==> src/rtl/nibble_sched_pkg.sv <==
// nibble_sched_pkg: shared widths and result-slot state encoding for the nibble adder scheduler
package nibble_sched_pkg;
  localparam int NIBBLE_W = 4;
  localparam int SUM_W = 5;
  typedef enum logic {SLOT_EMPTY, SLOT_FULL} slot_state_t;
endpackage

==> src/rtl/nibble_add_scheduler_rr_arbiter.sv <==
// rr_arbiter: round-robin grant starting at ptr; ptr moves past the winner on advance
module rr_arbiter #(
  parameter int N = 4,
  parameter int ID_W = $clog2(N)
) (
  input  logic            clk,
  input  logic            rst,
  input  logic [N-1:0]    req,
  input  logic            advance,
  output logic [N-1:0]    grant,
  output logic [ID_W-1:0] grant_idx
);
  logic [ID_W-1:0] r_ptr;
  // Walk offsets from farthest to nearest so the nearest requester wins last.
  always_comb begin
    grant = '0;
    grant_idx = '0;
    for (int k = N - 1; k >= 0; k--) begin
      if (req[(int'(r_ptr) + k) % N]) begin
        grant = N'(1) << ((int'(r_ptr) + k) % N);
        grant_idx = ID_W'((int'(r_ptr) + k) % N);
      end
    end
  end
  always_ff @(posedge clk) begin
    if (rst) r_ptr <= '0;
    else if (advance) r_ptr <= (grant_idx == ID_W'(N - 1)) ? '0 : grant_idx + 1'b1;
  end
endmodule

==> src/rtl/nibble_add_scheduler.sv <==
// nibble_add_scheduler: shares one nibble adder among NUM_REQ requesters with a single registered result slot
module nibble_add_scheduler
  import nibble_sched_pkg::*;
#(
  parameter int NUM_REQ = 4,
  parameter int CNT_W = 16,
  parameter int ID_W = $clog2(NUM_REQ)
) (
  input  logic                         clk,
  input  logic                         rst,
  input  logic                         ena,
  input  logic [NUM_REQ-1:0]           req_valid,
  input  logic [NIBBLE_W*NUM_REQ-1:0]  req_a,
  input  logic [NIBBLE_W*NUM_REQ-1:0]  req_b,
  output logic [NUM_REQ-1:0]           req_ready,
  output logic                         rsp_valid,
  input  logic                         rsp_ready,
  output logic [SUM_W-1:0]             rsp_sum,
  output logic [ID_W-1:0]              rsp_id,
  output logic [CNT_W-1:0]             ops_count
);
  slot_state_t       r_state, w_state_nxt;
  logic [NUM_REQ-1:0] w_grant;
  logic [ID_W-1:0]   w_idx;
  logic              w_can_accept, w_accept, w_consume;
  logic [SUM_W-1:0]  r_sum;
  logic [ID_W-1:0]   r_id;
  logic [CNT_W-1:0]  r_cnt;

  rr_arbiter #(.N(NUM_REQ), .ID_W(ID_W)) u_arb (
    .clk       (clk),
    .rst       (rst),
    .req       (req_valid),
    .advance   (w_accept),
    .grant     (w_grant),
    .grant_idx (w_idx)
  );

  assign w_can_accept = ena && !rst && (r_state == SLOT_EMPTY || rsp_ready);
  assign req_ready = w_can_accept ? w_grant : '0;
  assign w_accept = |req_ready;
  assign w_consume = (r_state == SLOT_FULL) && rsp_ready;

  always_comb w_state_nxt = w_accept ? SLOT_FULL : w_consume ? SLOT_EMPTY : r_state;

  always_ff @(posedge clk) begin
    if (rst) begin
      r_state <= SLOT_EMPTY;
      r_sum <= '0;
      r_id <= '0;
      r_cnt <= '0;
    end else begin
      r_state <= w_state_nxt;
      if (w_accept) begin
        r_sum <= {1'b0, req_a[w_idx*NIBBLE_W +: NIBBLE_W]} + {1'b0, req_b[w_idx*NIBBLE_W +: NIBBLE_W]};
        r_id <= w_idx;
      end
      if (w_consume && r_cnt != '1) r_cnt <= r_cnt + 1'b1;
    end
  end

  assign rsp_valid = (r_state == SLOT_FULL);
  assign rsp_sum = r_sum;
  assign rsp_id = r_id;
  assign ops_count = r_cnt;
endmodule

==> config.mk <==
export PLATFORM = sky130hd
export DESIGN_NAME = nibble_add_scheduler
export DESIGN_NICKNAME = d
export VERILOG_FILES = /design/src/rtl/nibble_sched_pkg.sv /design/src/rtl/nibble_add_scheduler_rr_arbiter.sv /design/src/rtl/nibble_add_scheduler.sv
export SDC_FILE = /design/constraint.sdc
export NUM_CORES = 1
export LEC_CHECK = 0
export ABC_CLOCK_PERIOD_IN_PS = 3400
export CORE_ASPECT_RATIO = 1.2
export CORE_MARGIN = 5
export CORE_UTILIZATION = 25
export CTS_CLUSTER_SIZE = 14
export DETAILED_ROUTE_END_ITERATION = 8
export PLACE_DENSITY = 0.6
export RECOVER_POWER = 50
export SLEW_MARGIN = 40
export SYNTH_ARGS = -nofsm -noshare
export SYNTH_HDL_FRONTEND = slang
export SYNTH_SLANG_ARGS = --single-unit
==> constraint.sdc <==
create_clock -name clk -period 3.4 [get_ports clk]
set_input_delay 0.68 -clock clk [delete_from_list [all_inputs] [get_ports clk]]
set_output_delay 0.68 -clock clk [all_outputs]
set_load 0.05 [all_outputs]
==> flow_summary.json <==
{
  "layout-drive-gt1-share_pct": 18.75,
  "rsz0062_at_grt": "no",
  "max-cap-violations": 0,
  "fp.dieH_um": 111.4,
  "wl_mm": 5.828,
  "dpl_worst_slack_ns": -0.3445,
  "hp-start": "rsp_sum[0]",
  "worstHoldPathCells": 2,
  "die_x_um": 94.50,
  "place.gp.congestion": 0.8660,
  "clockBufferDepth": 2,
  "ant_nets": 0,
  "hpwl_mm": 4.704,
  "fill_cells": 830,
  "async_flop_share_pct": 0,
  "initial_utilization_pct": 25.28,
  "clk_root_buffer_cell": "clkbuf_8",
  "final_nets": 390,
  "netlist_area_sq_um": 2142,
  "via_per_inst": 4.550,
  "cp.required_ns": 3.56,
  "fin_skew_ns": 0.006934,
  "synth-edff-count": 0,
  "yosysTopAreaCellShare_pct": 24.30,
  "synth_area_leader_cell": "dfxtp_1",
  "holdPathEnd": "rsp_sum[0]",
  "wire_per_inst_um": 12.87,
  "leakage_nw": 1.416,
  "crit_buf_inv": 1,
  "firstDrtPassIters": 4,
  "drv_slew": 0,
  "crit_chain": "dlygate4sd2_1, mux2_2, a2111o_1, o21ai_4, mux2i_1, mux2i_1, ha_1, a21o_1, a21oi_1, xor2_1, nor2_1, mux2_4",
  "htree_levels": 1,
  "power_per_cell_area_nw_per_um2": 663.7,
  "setup_viol": 0,
  "arrival_ns": 3.33,
  "cp_common_cell": "mux2i_1",
  "numCtsBuffers": 3,
  "crit_path_start_kind": "input port",
  "cp-end-kind": "flip-flop",
  "numPortBuffers": 67,
  "synth_area_leaders": "dfxtp_1, mux2i_1, ha_1",
  "run_status": "complete, no violations",
  "diodes": 0,
  "path_class": "in -> reg",
  "dp_cells": 447,
  "route.detailed.drc": 0,
  "crit_family": "multiplexers",
  "core_sq_um": 8472,
  "tightest_slew_ns": 0.5460,
  "synth_warnings": 0,
  "fin_crit_ns": 3.168,
  "vias": 2061,
  "yosys_register_bits": 26,
  "grt_first_pass_wirelength_mm": 9.625,
  "clk_pin_slew_worst_paths_ns": 0.08,
  "ys_seq_area_share_pct": 24.30,
  "max_freq_mhz": 315.7,
  "clock_sinks": 26,
  "finalPower_mw": 2.162,
  "critPathSlowestCell": "a2111o_1",
  "drt_first_iter_violations": 128,
  "fin_cells": 453,
  "worstPathMaxFanout": 7,
  "max_stage_delay_ns": 0.45,
  "ios": 68,
  "grt_max_degree": 35,
  "reg2reg_to": "rsp_sum[3]",
  "antenna_found_initial": 0,
  "fin_crit_sh_pct": 93.16,
  "netlist_instances": 251,
  "synth_nets": 304,
  "tns_ns": 0,
  "ir_drop_v": 0.0004155,
  "grtUsageTotal_pct": 11.04,
  "areaGrowthSynthToFinish_pct": 52.10,
  "cts_hold_buffers": 0,
  "hold_viol": 0,
  "r2r_slack_ns": 0.26,
  "dieArea_sq_um": 10530,
  "grt_overflow_total": 0,
  "reg2reg_from": "u_arb.r_ptr[0]",
  "grt_pass1_vias": 2064,
  "synth_area_per_cell_sq_um": 8.534,
  "ys.flop_type": "dfxtp_1",
  "hold_path.class": "reg -> reg",
  "synth.distinct_cells": 38,
  "std_cell_rows": 37,
  "final.setup.worst_slack_ns": 0.2324,
  "cts_tree": "done",
  "worstRegToRegCells": 13,
  "clk_latency_ns": 0.27,
  "max_slew_margin_pct": 63.49
}
-- layer usage --
layer / part of all wire [%] / up-vias / GRT usage [%]
met3: 2.2 / 9 / 1.014
met4: 1.7 / 0 / 3.080
li1: - / 1052 / -
met1: 42 / 969 / 13.26
met5: 0 / - / 0
met2: 54 / 31 / 20.50
-- timing repair --
action / in CTS / in global routing
resized for setup: 5 / 7
endpoints found under the setup margin: 5 / 8
buffers inserted: 0 / 1
pin swaps: 0 / 2
gates cloned: 0 / 1
-- sequential cells by signal, indices dropped and copies added (netlist names) --
signal and flops:
rsp_id 2, rsp_valid 1, rsp_sum 5, u_arb.r_ptr 2, ops_count 16
-- cell usage in the layout, fill, tap and decap left out, drive strengths merged, types with 4 or more instances in the layout --
cell and count:
mux2i 17, nor3 5, nand2b 9, inv 10
ha 12, nor2b 8, o21ai 4, nand4 7
or2b 4, o31ai 4, clkdlybuf4s50 45, nand2 7
nor2 36, buf 30, xor2 15, mux2 18
dfxtp 26, a21oi 19, dlygate4sd3 14, clkbuf 4
nand3 18
-- report_power, final --
| part | switching, mW | internal [mW] | total [mW] |
|---|---|---|---|
| combinational | 0.766 | 0.757 | 1.52 |
| sequential | 0.0333 | 0.352 | 0.386 |
| clock | 0.0960 | 0.157 | 0.253 |
-- how the worst max path moves through the flow --
stage | startpoint | endpoint | depth (start not counted) | slack (ns)
floorplan | u_arb.r_ptr[1] | rsp_sum[2] | 16 | 0.10
global placement | req_valid[0] | rsp_sum[3] | 12 | -0.31
detailed placement | req_valid[0] | rsp_sum[4] | 14 | -0.34
CTS | req_valid[2] | rsp_sum[4] | 14 | 0.007
global route | u_arb.r_ptr[0] | rsp_sum[3] | 13 | 0.04
finish | req_valid[0] | rsp_sum[3] | 12 | 0.23
-- through the flow --
step	utilization (%)	hold WS (ns)	area [sq um]
floorplan	-	0.6934	2145
global placement	36.51	0.4813	3093
detailed placement	36.51	0.4718	3093
CTS	37.66	0.4974	3191
global route	38.46	0.5448	3258
finish	38.46	0.4950	3258
-- cells by family after synthesis --
| kind of cell | after synthesis | share of synthesized area (%) |
|---|---|---|
| AO/OA/AOI/OAI | 32 | 9.872 |
| XOR/XNOR | 16 | 6.542 |
| adder cells (fa/ha/maj) | 13 | 7.944 |
| buffers and inverters | 23 | 5.549 |
| flip-flops | 26 | 24.30 |
| multiplexers | 38 | 21.44 |
| AND/OR/NAND/NOR | 103 | 24.36 |
-- cells in the mapped netlist (5+ instances only) --
| master | count |
|---|---|
| nand4_1 | 7 |
| dfxtp_1 | 26 |
| mux2i_1 | 17 |
| mux2_2 | 11 |
| clkbuf_1 | 7 |
| nand2_1 | 7 |
| mux2_4 | 5 |
| ha_1 | 12 |
| nor2b_1 | 8 |
| xor2_1 | 15 |
| nor3_1 | 5 |
| nand2b_1 | 9 |
| a21oi_1 | 19 |
| inv_1 | 9 |
| nor2_1 | 36 |
| nand3_1 | 18 |
-- tightest hold or removal path, cell delays in order (launching register included) --
cell,delay (ns)
dfxtp_1,0.33
nand2b_1,0.06
mux2i_1,0.06
-- final cells by class --
class,instances,area [sq um],area share [%]
clock buffer,3,41.29,1.267
clock inverter,1,30.03,0.9217
tap,117,146.4,4.493
multi-input combinational,202,1541,47.31
sequential,26,520.5,15.98
timing repair buffer,94,940.9,28.88
inverter,10,37.54,1.152
Power figures use the tool's default switching activity.
